===== config.mk =====
export PLATFORM = sky130hd
export DESIGN_NAME = uart_rx_pkt_ctrl
export DESIGN_NICKNAME = d
export VERILOG_FILES = /design/src/rtl/uart_pkg.sv /design/src/rtl/uart_pkt_timeout.sv /design/src/rtl/uart_rx_pkt_ctrl.sv
export SDC_FILE = /design/constraint.sdc
export NUM_CORES = 1
export LEC_CHECK = 0
export ABC_AREA = 1
export ABC_CLOCK_PERIOD_IN_PS = 2700
export BUFFER_PORTS_ARGS = -buffer_cell sky130_fd_sc_hd__clkbuf_2
export CAP_MARGIN = 0
export CORE_ASPECT_RATIO = 1.2
export CORE_UTILIZATION = 61
export DETAILED_ROUTE_END_ITERATION = 7
export GPL_TIMING_DRIVEN = 1
export PLACE_DENSITY = 0.79
export SYNTH_ARGS = -nofsm -noshare
export SYNTH_HDL_FRONTEND = slang
export SYNTH_SLANG_ARGS = --single-unit

===== constraint.sdc =====
create_clock -name clk -period 2.7 [get_ports clk]
set_clock_uncertainty 0.2 [all_clocks]
set_input_delay 0.135 -clock clk [delete_from_list [all_inputs] [get_ports clk]]
set_output_delay 0.135 -clock clk [all_outputs]
set_load 0.02 [all_outputs]

===== src/rtl/uart_pkg.sv =====
// Shared definitions for the UART packet controller: state encoding,
// default sync marker and the 8-bit wrap-around checksum helper.
package uart_pkg;

    typedef enum logic [2:0] {
        HUNT = 3'd0,
        LEN  = 3'd1,
        DATA = 3'd2,
        CSUM = 3'd3,
        HOLD = 3'd4
    } state_t;

    localparam logic [7:0] SYNC_DEFAULT = 8'hA5;

    function automatic logic [7:0] sum8(input logic [7:0] a, input logic [7:0] b);
        return a + b;
    endfunction

endpackage


===== src/rtl/uart_pkt_timeout.sv =====
// Inter-byte watchdog: counts idle cycles while enabled and flags expiry
// when TIMEOUT_CYC cycles pass without a clear (byte tick).
module uart_pkt_timeout #(
    parameter int TIMEOUT_CYC = 20000
) (
    input  logic clk,
    input  logic reset,
    input  logic enable,
    input  logic clear,
    output logic expire
);

    localparam int CW = $clog2(TIMEOUT_CYC + 1);
    localparam logic [CW-1:0] LAST = CW'(TIMEOUT_CYC - 1);

    logic [CW-1:0] cnt;

    // Saturates at LAST; the controller leaves the timed states on expiry.
    always_ff @(posedge clk) begin
        if (reset || clear || !enable) begin
            cnt <= '0;
        end else if (cnt != LAST) begin
            cnt <= cnt + CW'(1);
        end
    end

    // A byte arriving on the expiry cycle takes priority over the timeout.
    assign expire = enable && !clear && (cnt == LAST);

endmodule


===== src/rtl/uart_rx_pkt_ctrl.sv =====
// Packet framer on top of the UART byte receiver: SYNC, LEN, payload and,
// when UART_PKT_CHECKSUM_EN is defined, a trailing zero-sum checksum byte.
module uart_rx_pkt_ctrl
    import uart_pkg::*;
#(
    parameter int         DBIT        = 8,
    parameter logic [7:0] SYNC_BYTE   = SYNC_DEFAULT,
    parameter int         MAX_LEN     = 16,
    parameter int         TIMEOUT_CYC = 20000
) (
    input  logic                       clk,
    input  logic                       reset,
    input  logic                       rx_done_tick,
    input  logic [DBIT-1:0]            rx_dout,
    output logic                       pkt_valid,
    input  logic                       pkt_ready,
    output logic [7:0]                 pkt_len,
    input  logic [$clog2(MAX_LEN)-1:0] rd_addr,
    output logic [DBIT-1:0]            rd_data,
    output logic                       err_len,
    output logic                       err_timeout,
    output logic                       err_csum,
    output logic                       overrun
);

    localparam int         AW       = $clog2(MAX_LEN);
    localparam logic [7:0] MAX_LEN8 = 8'(MAX_LEN);

    state_t          state, state_nx;
    logic [7:0]      len_q, len_nx;
    logic [7:0]      idx_q, idx_nx;
    logic [7:0]      rx_byte;
    logic            wr_en;
    logic            tmo_en, expire;
    logic            err_len_nx, err_timeout_nx, err_csum_nx, overrun_nx;
    logic [DBIT-1:0] buf_mem [MAX_LEN];
`ifdef UART_PKT_CHECKSUM_EN
    logic [7:0]      sum_q, sum_nx;
`endif

    assign rx_byte = 8'(rx_dout);
    assign tmo_en  = (state == LEN) || (state == DATA) || (state == CSUM);

    uart_pkt_timeout #(.TIMEOUT_CYC(TIMEOUT_CYC)) u_timeout (
        .clk    (clk),
        .reset  (reset),
        .enable (tmo_en),
        .clear  (rx_done_tick),
        .expire (expire)
    );

    always_comb begin
        state_nx       = state;
        len_nx         = len_q;
        idx_nx         = idx_q;
        wr_en          = 1'b0;
        err_len_nx     = 1'b0;
        err_timeout_nx = 1'b0;
        err_csum_nx    = 1'b0;
        overrun_nx     = 1'b0;
`ifdef UART_PKT_CHECKSUM_EN
        sum_nx         = sum_q;
`endif
        if (expire) begin
            err_timeout_nx = 1'b1;
            state_nx       = HUNT;
        end else begin
            case (state)
                HUNT: if (rx_done_tick && rx_byte == SYNC_BYTE) state_nx = LEN;
                LEN: if (rx_done_tick) begin
                    if (rx_byte != 8'd0 && rx_byte <= MAX_LEN8) begin
                        len_nx   = rx_byte;
                        idx_nx   = 8'd0;
                        state_nx = DATA;
`ifdef UART_PKT_CHECKSUM_EN
                        sum_nx   = rx_byte;
`endif
                    end else begin
                        err_len_nx = 1'b1;
                        state_nx   = HUNT;
                    end
                end
                DATA: if (rx_done_tick) begin
                    wr_en = 1'b1;
`ifdef UART_PKT_CHECKSUM_EN
                    sum_nx = sum8(sum_q, rx_byte);
                    if (idx_q == len_q - 8'd1) state_nx = CSUM;
`else
                    if (idx_q == len_q - 8'd1) state_nx = HOLD;
`endif
                    else idx_nx = idx_q + 8'd1;
                end
`ifdef UART_PKT_CHECKSUM_EN
                CSUM: if (rx_done_tick) begin
                    if (sum8(sum_q, rx_byte) == 8'd0) begin
                        state_nx = HOLD;
                    end else begin
                        err_csum_nx = 1'b1;
                        state_nx    = HUNT;
                    end
                end
`endif
                HOLD: begin
                    // Bytes are dropped even on the handshake cycle.
                    overrun_nx = rx_done_tick;
                    if (pkt_ready) state_nx = HUNT;
                end
                default: state_nx = HUNT;
            endcase
        end
    end

    always_ff @(posedge clk) begin
        if (reset) begin
            state       <= HUNT;
            len_q       <= 8'd0;
            idx_q       <= 8'd0;
            err_len     <= 1'b0;
            err_timeout <= 1'b0;
            err_csum    <= 1'b0;
            overrun     <= 1'b0;
        end else begin
            state       <= state_nx;
            len_q       <= len_nx;
            idx_q       <= idx_nx;
            err_len     <= err_len_nx;
            err_timeout <= err_timeout_nx;
            err_csum    <= err_csum_nx;
            overrun     <= overrun_nx;
        end
    end

`ifdef UART_PKT_CHECKSUM_EN
    always_ff @(posedge clk) sum_q <= sum_nx;
`endif

    always_ff @(posedge clk) begin
        if (wr_en) buf_mem[idx_q[AW-1:0]] <= rx_dout;
    end

    assign pkt_valid = (state == HOLD);
    assign pkt_len   = len_q;
    assign rd_data   = buf_mem[rd_addr];

endmodule

==> impl_summary.md, run 1 <==
Synthesis
In this run, distinct cell masters in the synthesized netlist total 38. The largest area contributor in the netlist is edfxtp_1. For this run, the leading register cell type out of synthesis is edfxtp_1.

The async set-reset flop share out of synthesis is 0%. Each instance of the synthesized netlist takes up on average 10.6 µm². The register bit total from synthesis is 165.

After technology mapping, the gate count stands at 692. The proportion of netlist area held by the largest area contributor is 52.2%. The Yosys step of the flow raised 0 warnings. The cell area after synthesis is 0.00737 mm². Ranked by total cell area, the synthesized netlist is headed by edfxtp_1, dfxtp_1, mux2i_1. The number of synthesized flops with an enable pin is 128.

The portion of the post-synthesis area used by sequential elements is 62.2%. The number of nets produced by synthesis is 714.

Routing
The number of nets with antenna violations after detailed routing is 0. For this run, the detailed router's first-pass iteration total came to 5. Summing over every cut layer, the via total after detailed routing is 5339.

In the routed layout, each cell is associated on average with a via count of 5.77. The met1 wire length is 6.38 mm. Dividing the detail-routed wire length by the instance count gives 18.1 µm. The routed length on met2 is 9.00 mm.

In the detailed route, the total length drawn on met3 is 970 µm. The number of remaining DRC errors is 0. The routed wire length is 16.8 mm. For this block, the initial DRC count from the detailed router was 393. The highest metal layer carrying signal wires in the routed design is met4.

Critical path
Data on the critical path arrives at its endpoint at 2.31 ns. Walking the worst path, the cells encountered are inv_2 > ha_1 > inv_1 > nand2_1 > nand3_1 > nand2_1 > nor2_2 > nand2_1 > nor2_4 > nand4_2 > nand2_4 > nand2_1 > a21oi_2. The critical path crosses 13 cells after its start point. STA classifies the critical path startpoint as a flop. The peak per-stage delay on the critical path is 0.42 ns. The critical path's slowest cell is dfxtp_1. The count of cells along the worst register-to-register path is 13.

The required time reported for the critical path endpoint is 2.85 ns. The critical path capture point type is a flop. The largest fanout on the critical path is 8.

The worst setup path is of the reg -> reg kind. Together, buffers and inverters on the worst path number 2. The most frequent cell on the critical path is nand2_1. The largest delay contributor family on the critical path is simple AND/OR/NAND/NOR gates.

Global routing
Entering global routing, the biggest net connects 44 pins. Across every metal layer, demand over resource in global routing totals 29.2%. The leftover overflow at the end of global routing is 0. The via count of the first global-routing pass came to 5296. The first global-routing pass estimated 26.6 mm of wire.

The initial antenna violation count is 0.

Finish
Relative to the synthesized area, the layout overhead comes to 16.0%. After routing the design area is 0.00855 mm². The final net count is 778. Summing all flip-flop and latch instances after layout gives 0.00458 mm². The final-layout fill cell count is 797. The library cell used most frequently in the layout, excluding fill and tap cells, is edfxtp_1. In the final layout, the multi-input gates occupy 0.00231 mm². The post-route netlist has 17.4% of its cells at a drive strength greater than 1. The utilization after layout is 73.2%. The number of antenna diodes in the final layout is 0.

In the layout the commonest cells are edfxtp_1, inv_1, nand2_1.

STA
The number of pins exceeding their max-slew limit in the final report came to 0. The accumulated negative setup slack is 0 ns. The worst-case headroom to the max-slew limit is 56.5%. In the finished design, the share of the clock period the worst path needs comes to 79.8%.

The routed design could run at a clock period as short as 2.15 ns. Setup repair after global routing left no endpoint under its margin. Derived from the worst setup path, the maximum achievable clock frequency is 464 MHz. The final hold slack is 0.0224 ns. The total count of hold-check failures in the final report came to 0. Setup violations remaining at the end of the flow were counted as 0. The final worst-path setup slack is 0.546 ns.

At the pin with the least slew margin, the transition time is 0.650 ns.

CTS
After clock tree synthesis, the clock-pin slew on the worst setup and hold paths is 0.06 ns. The number of levels in the clock H-tree is 4. The clock passes through at most 2 buffers.

TritonCTS built the clock tree. Counting the buffers created by CTS gives 17. The TritonCTS sink count is 165. CTS placed an instance of clkbuf_16 at the clock tree root.

The later-pin clock latency in the skew report is 0.42 ns.

Floorplanning
The die covers 0.0125 mm². Once the floorplan was initialized, standard cells occupied 63.1% of the core. The die width is 102 µm. The number of I/O pins is 37. The die is 122 µm tall. After floorplanning, the core was sized to cover 0.0117 mm². After floorplanning, the core was divided into 43 placement rows.

Hold path
The path class of the tightest hold or removal check is in -> reg. The count of cells along the worst hold path is 2.

Placement
After detailed placement, the total cell area comes to 0.00786 mm². The number of buffers added on ports is 35. Detailed placement finished with a half-perimeter wire length of 11.4 mm. Before CTS, the worst setup slack after placement is 0.574 ns. The final RePlAce weighted congestion is 0.901.

Pwr
Summed over all cells, the static leakage comes to 0.00325 µW. In this run the power density over the cells is 672 mW/mm². The worst vdd rail ir drop is 0.490 mV.

Flow run
The total of max-cap violations is 0.

Outcome
The flow ran to the end, and the final reports show no timing, DRC or antenna violations.
==> worst reg2reg max path: cells and delay by family (launching register included) <==
family | cells | cell delay (ns)
and+or+nand+nor | 9 | 0.93
DFF | 1 | 0.42
adders and majority gates | 1 | 0.24
buffers and inverters | 2 | 0.18
AOI/OAI and AO/OA | 1 | 0.12
==> cell families after synthesis <==
family | synth area share (%)
simple gates | 13.5
flops | 62.2
compound gates | 11.4
buf+inv | 6.45
mux | 4.35
xor+xnor | 0.951
fa+ha+maj | 1.02
other cells | 0.0509
==> repair_timing <==
action                                 4_1_cts  5_1_grt
setup buffers                                0        0
resized for setup                            0        0
endpoints found under the hold margin       42        0
hold buffers                                 7        0
==> final timing paths <==
kind                     start           endpoint  slack (ns)
max reg2reg         pkt_len[0]           idx_q[1]        0.55
min                 rx_dout[7]      buf_mem[5][7]        0.02
max                 pkt_len[0]           idx_q[1]        0.55
min reg2reg  u_timeout.cnt[11]  u_timeout.cnt[11]        0.26
==> power breakdown <==
group / switching [µW] / leakage (µW) / internal [µW]
combinational: 357 / 0.00149 / 161
sequential: 19.4 / 0.00145 / 2760
clock: 966 / 0.000312 / 1480
total: 1340 / 0.00325 / 4400
==> Yosys cell counts (2+ instances only) <==
cell type,n
a21oi_1,56
a21oi_2,3
buf_1,2
buf_2,8
buf_4,2
clkbuf_1,14
dfxtp_1,37
edfxtp_1,128
ha_1,6
inv_1,80
inv_2,16
mux2i_1,32
nand2_1,77
nand2_2,5
nand3_1,29
nand4_1,12
nor2_1,50
nor2_2,5
nor2_4,2
nor3_1,14
nor3b_1,3
nor4_1,2
o211ai_1,32
o21ai_0,54
o21ai_1,4
xor2_1,7
==> layout make-up <==
type                       instances  share of cell area, %
inverter                          96                   4.21
tap                              157                   2.30
clock buffer                      25                   6.67
timing repair buffer              71                   5.59
multi-input combinational        405                   27.0
clock inverter                     7                  0.585
sequential                       165                   53.6
==> stage by stage <==
stage | power (µW) | cells
floorplan | 3160 | 692
detailed placement | 3330 | 887
finish | 5740 | 926
CTS | 5760 | 926
global route | 5910 | 926
global placement | 3310 | 887
==> sequential cells by signal, indices dropped and copies added, names as in the netlist <==
| name | count |
|---|---|
| err_timeout | 1 |
| pkt_len | 8 |
| err_len | 1 |
| state | 3 |
| idx_q | 8 |
| overrun | 1 |
| buf_mem | 128 |
| u_timeout.cnt | 15 |
==> metal layers <==
| layer | track usage (%) | vias up |
|---|---|---|
| met1 | 34.5 | 2558 |
| met5 | 0 | - |
| li1 | - | 2543 |
| met2 | 52.6 | 201 |
| met4 | 11.3 | 0 |
| met3 | 4.90 | 37 |
Note: power is estimated with default switching activity, not from simulation.
==> inputs of run 2 (changes only) <==
--- a/config.mk
+++ b/config.mk
@@ -6,7 +6,7 @@
 export NUM_CORES = 1
 export LEC_CHECK = 0
 export ABC_AREA = 1
-export ABC_CLOCK_PERIOD_IN_PS = 2700
+export ABC_CLOCK_PERIOD_IN_PS = 2020
 export BUFFER_PORTS_ARGS = -buffer_cell sky130_fd_sc_hd__clkbuf_2
 export CAP_MARGIN = 0
 export CORE_ASPECT_RATIO = 1.2
==> constraint.sdc (replaced) <==
create_clock -name clk -period 2.02 [get_ports clk]
set_clock_uncertainty 0.2 [all_clocks]
set_input_delay 0.101 -clock clk [delete_from_list [all_inputs] [get_ports clk]]
set_output_delay 0.101 -clock clk [all_outputs]
set_load 0.02 [all_outputs]
==> impl_summary.md, run 2 (synthesis gave the netlist of run 1 again) <==
Routing
The first-iteration detailed-routing DRC count is 372 (-5.3%). The count of TritonRoute iterations in the first routing pass is 5 (unchanged). The number of nets with antenna violations after detailed routing came to 0 (unchanged). The routed wire length is 16.6 mm (-0.79%). The routed via count is 5373 (+0.64%).

The per-cell via count in the routed design was 5.70 (-1.2%). The number of remaining DRC errors is 0 (unchanged). The routed wire length per instance is 17.6 µm (-2.6%).

CTS
CTS placed an instance of clkbuf_16 at the clock tree root. The number of CTS-inserted buffers is 17 (unchanged). TritonCTS built the clock tree. The number of levels in the clock H-tree is 4 (unchanged). The later-pin clock latency in the skew report was 0.42 ns (about the same). The TritonCTS sink count is 165 (unchanged). The clock transition at the register clock pins on the worst setup and hold paths after CTS is 0.06 ns (about the same).

The number of buffers on the longest clock path is 2 (unchanged).

Pwr
The cell area power density came to 877 mW/mm² (+31%). The total internal power is 5990 µW (+36%). The clock network power share came to 42.8% (+0.2 points). The switching power as a share of total power is 23.0% (-0.34 points).

The logic gate share of total power was 9.4% (+0.4 points). The static power due to leakage is 0.00335 µW (+3.1%). The proportion of power drawn by flip-flops and latches is 47.8% (-0.6 points). The net load switching power came to 1790 µW (+33%).

The worst vdd rail ir drop is 0.672 mV (+37%).

Global routing
The maximum number of pins on one net before global-route repair is 33 (-25%). The leftover overflow at the end of global routing is 0 (unchanged). The via count of the first global-routing pass was 5229 (-1.3%).

The total routing resource utilization after global routing is 28.5% (-0.64 points). The initial antenna violation count is 0 (unchanged). The first-pass GRT wire length is 26.3 mm (-1.2%).

Finish
Leaving out fill and tap cells, the most frequent cell in the layout is edfxtp_1. The share of post-route cells with drive strength above 1 is 22.3% (+4.8 points). The final-layout fill cell count is 738 (-7.4%). The final net count is 795 (+2.2%). The utilization after layout is 76.0% (+2.7 points). The layout-stage area growth over the synthesis result is 20.3%. The flip-flop count of the largest register after layout is 128 (unchanged).

The number of antenna repair diodes is 0 (unchanged). In the layout the commonest cells are edfxtp_1, inv_1, nand2_1.

Floorplanning
The die boundary height came to 122 µm (unchanged). The number of I/O pins is 37 (unchanged). The die width is 102 µm (unchanged). The core area is 0.0117 mm² (unchanged). The area of the die is 0.0125 mm² (unchanged). The row count is 43 (unchanged). The effective utilization at floorplan is 63.1% (unchanged).

Flow run
The total of max-cap violations was 0 (unchanged).

Placement
The number of buffers added on ports came to 35 (unchanged). The estimated wirelength of the detail-placed design is 11.2 mm (-1.1%). The final RePlAce weighted congestion is 0.929 (+3.2%).

STA
Setup repair after global routing could not meet its margin everywhere. The number of pins exceeding their max-slew limit in the final report is 0 (unchanged). The count of endpoints failing setup in the final report is 1 (+1). The accumulated negative setup slack is -0.00634 ns (-0.00634 ns). The peak clock frequency supported by timing was 494 MHz (+6.3%). The post-layout minimum cycle time was 2.03 ns (-0.127 ns). The portion of the clock cycle consumed by the worst path in the final layout is 100% (+21 points). The final worst-path setup slack is -0.00634 ns (-0.553 ns). The total count of hold-check failures in the final report was 0 (unchanged).

Critical path
The worst setup path is of the reg -> reg kind. The largest fanout on the critical path is 4 (-4). STA classifies the critical path endpoint as a flop.

The required time reported for the critical path endpoint is 2.18 ns (-0.67 ns). STA classifies the critical path startpoint as a flop. The worst endpoint data arrival time is 2.18 ns (-0.13 ns).

Outcome
The run finished, with violations left. The checks that failed: setup timing.

Hold path
The tightest min-delay check is of the reg -> reg type.
[run 2: repair_timing]
item	CTS	global route
pin swaps	0	19
resized for setup	3	44
hold buffers	11	0
endpoints found under the hold margin	121	0
buffers inserted	0	4
endpoints found under the setup margin	100	102
[run 2: routing by layer]
layer	vias up	GRT usage (%)	wire, µm
met4	0	12.9	442
met3	34	4.67	1110
met1	2525	35.1	6500
li1	2579	-	-
met5	-	0	0
met2	235	49.2	8580
[run 2: worst max-delay path, cell delays in order (launching register included)]
cell and delay (ns):
dfxtp_2 0.36, inv_4 0.06, ha_4 0.27, or2_1 0.11, nand3_2 0.07, nor2_2 0.13, nand2_2 0.07, nor2_4 0.16
nand3_4 0.13, nand2_4 0.12, nand3_2 0.07, nand2_1 0.07, inv_1 0.05, nor2_1 0.08
[run 2: area by class of cell]
type / count / area (µm²) / area share, %
tap: 157 / 196 / 2.22
timing repair buffer: 88 / 689 / 7.77
sequential: 165 / 4590 / 51.7
clock inverter: 15 / 188 / 2.12
inverter: 96 / 363 / 4.09
multi-input combinational: 405 / 2420 / 27.3
clock buffer: 17 / 425 / 4.80
[run 2: worst paths after layout]
path | startpoint | end | slack, ns | depth (start not counted)
hold reg to reg | u_timeout.cnt[11] | u_timeout.cnt[11] | 0.26 | 1
hold / removal | u_timeout.cnt[11] | u_timeout.cnt[11] | 0.26 | 1
setup / recovery | pkt_len[0] | state[1] | -0.006 | 13
setup reg to reg | pkt_len[0] | state[1] | -0.006 | 13
[run 2: through the flow]
stage | area (µm²) | hold WS [ns] | total power (µW) | setup WS (ns) | cells
CTS | 8720 | 0.258 | 7760 | 0.0153 | 939
floorplan | 7380 | -0.0222 | 4230 | -0.244 | 692
detailed placement | 7990 | 0.215 | 4470 | -0.0639 | 896
global placement | 7990 | 0.212 | 4440 | 0.0401 | 896
global route | 8870 | 0.280 | 8010 | -0.0827 | 943
finish | 8870 | 0.259 | 7780 | -0.00634 | 943
[run 2: power groups by stage]
stage | sequential, µW | clock (µW) | combinational (µW)
2_1_floorplan | 3790 | 0 | 441
3_3_place_gp | 3790 | 0 | 650
3_5_place_dp | 3790 | 0 | 679
4_1_cts | 3720 | 3330 | 706
5_1_grt | 3720 | 3490 | 800
6_report | 3720 | 3330 | 734
==> inputs of run 3 (changes only) <==
--- a/config.mk
+++ b/config.mk
@@ -13,7 +13,7 @@
 export CORE_UTILIZATION = 61
 export DETAILED_ROUTE_END_ITERATION = 7
 export GPL_TIMING_DRIVEN = 1
-export PLACE_DENSITY = 0.79
+export PLACE_DENSITY_LB_ADDON = 0.05
 export SYNTH_ARGS = -nofsm -noshare
 export SYNTH_HDL_FRONTEND = slang
 export SYNTH_SLANG_ARGS = --single-unit
==> impl_summary.md, run 3 (synthesis gave the netlist of run 1 again) <==
Finish
The top cell types in the final layout, fill and taps aside, are edfxtp_1, inv_1, nand2_1. The flip-flop count of the largest register after layout is 128 (unchanged). The final net count is 802 (+0.88%). The layout-stage area growth over the synthesis result is 22.1%.

Leaving out fill and tap cells, the most frequent cell in the layout is edfxtp_1. The number of antenna repair diodes is 0 (unchanged). The share of post-route cells with drive strength above 1 is 24.3% (+2.1 points). The utilization after layout is 77.1% (+1.1 points).

CTS
The tree is rooted in a clkbuf_16. The clock transition at the register clock pins on the worst setup and hold paths after CTS is 0.06 ns (about the same). TritonCTS built the clock tree. The number of levels in the clock H-tree is 4 (unchanged). The number of buffers on the longest clock path is 2 (unchanged). The TritonCTS sink count was 165 (unchanged). The number of CTS-inserted buffers is 17 (unchanged). The later-pin clock latency in the skew report is 0.42 ns (about the same).

STA
The final worst-path setup slack is 0.0370 ns (+0.0433 ns). The total count of hold-check failures in the final report was 0 (unchanged). Setup repair after global routing could not meet its margin everywhere.

The portion of the clock cycle consumed by the worst path in the final layout is 98.2% (-2.1 points). The post-layout minimum cycle time is 1.98 ns (-0.0433 ns). The number of pins exceeding their max-slew limit in the final report is 0 (unchanged). The count of endpoints failing setup in the final report is 0 (-1). The final hold slack is 0.0174 ns (-0.242 ns). The peak clock frequency supported by timing came to 504 MHz (+2.2%).

Floorplanning
The effective utilization at floorplan is 63.1% (unchanged). The core area is 0.0117 mm² (unchanged). The die boundary height is 122 µm (unchanged).

The area of the die is 0.0125 mm² (unchanged). The row count is 43 (unchanged). The number of I/O pins is 37 (unchanged). The die width was 102 µm (unchanged).

Critical path
The worst setup path is captured at a flop. The count of cells along the worst register-to-register path was 12 (-1). The required time reported for the critical path endpoint was 2.17 ns (about the same). The worst endpoint data arrival time came to 2.13 ns (-0.05 ns). The largest fanout on the critical path is 5 (+1). The critical path is of the in -> reg type. The kind of start point of the critical path is an input pin.

Pwr
The static power due to leakage was 0.00343 µW (+2.1%). The cell area power density is 863 mW/mm² (-1.6%). The worst vdd rail ir drop is 0.528 mV (-21%).

Routing
The routed wire length was 16.9 mm (+1.3%). The routed wire length per instance was 17.7 µm (+0.60%). The first-iteration detailed-routing DRC count is 290 (-22%). The per-cell via count in the routed design was 5.73 (+0.48%). The number of nets with antenna violations after detailed routing is 0 (unchanged). The count of TritonRoute iterations in the first routing pass came to 4 (-1). The routed via count is 5439 (+1.2%). The number of remaining DRC errors came to 0 (unchanged).

Global routing
The via count of the first global-routing pass is 5226 (-0.057%). The first-pass GRT wire length is 26.4 mm (+0.47%). The leftover overflow at the end of global routing is 0 (unchanged). The maximum number of pins on one net before global-route repair is 36 (+9.1%).

The initial antenna violation count is 0 (unchanged). The total routing resource utilization after global routing came to 29.0% (+0.44 points).

Placement
The final RePlAce weighted congestion was 0.876 (-5.7%). The worst slack at placement is 0.0177 ns (+0.0816 ns). The number of buffers added on ports is 35 (unchanged).

The estimated wirelength of the detail-placed design is 11.2 mm (about the same).

Outcome
The run finished with clean final reports.

Flow run
The total of max-cap violations is 0 (unchanged).

Hold path
The class of the most critical hold timing path is in -> reg. The count of cells along the worst hold path is 2 (+1).
==> run 3: metrics by stage <==
step / instance area, µm² / setup TNS [ns] / power [µW] / instances
floorplan: 7380 / -13.06 / 4230 / 692
global placement: 8060 / 0 / 4460 / 903
detailed placement: 8060 / 0 / 4480 / 903
CTS: 8770 / 0 / 7730 / 945
global route: 9000 / -0.507 / 7990 / 950
finish: 9000 / 0 / 7770 / 950
==> run 3: what timing repair did <==
item	in CTS	in global routing
gates resized for setup	2	64
endpoints found under the hold margin	118	0
hold buffers	10	0
pin swaps	1	20
setup buffers	0	6
setup endpoints to repair	9	125
==> run 3: area by class of cell <==
cell class / instances / area (µm²)
sequential: 165 / 4590
fill: 788 / 2670
multi-input combinational: 405 / 2440
timing repair buffer: 95 / 800
clock buffer: 17 / 425
inverter: 96 / 365
tap: 157 / 196
clock inverter: 15 / 180
==> run 3: metal layers <==
| layer | vias to the layer above | share of wire, % | wire, µm | global-route usage (%) |
|---|---|---|---|---|
| li1 | 2592 | - | - | - |
| met1 | 2598 | 39 | 6610 | 35.6 |
| met3 | 37 | 6.3 | 1060 | 5.52 |
| met5 | - | 0 | 0 | 0 |
| met4 | 0 | 2.6 | 432 | 11.2 |
| met2 | 212 | 52 | 8760 | 50.3 |
==> run 3: critical path: stages <==
cell and delay (ns):
dlygate4sd3_1 0.53, clkbuf_2 0.15, nor2_1 0.12, buf_4 0.15, nand3_1 0.06, a21oi_1 0.12, nand2_1 0.14, nor2_1 0.15
inv_2 0.07, nor2_4 0.21, buf_12 0.14, o21ai_0 0.06, a21oi_1 0.13
==> run 3: power breakdown <==
group	total, µW	internal [µW]	switching [µW]
Combinational	764	263	501
Sequential	3720	3690	26.7
Clock	3280	1950	1330
==> run 3: final timing paths <==
path                                        start                end  slack [ns]
worst min-delay path                   rx_dout[6]      buf_mem[6][6]        0.02
worst max-delay path                   rx_dout[1]         pkt_len[2]        0.04
worst min register to register  u_timeout.cnt[13]  u_timeout.cnt[13]        0.27
worst max register to register         pkt_len[1]           idx_q[3]        0.05
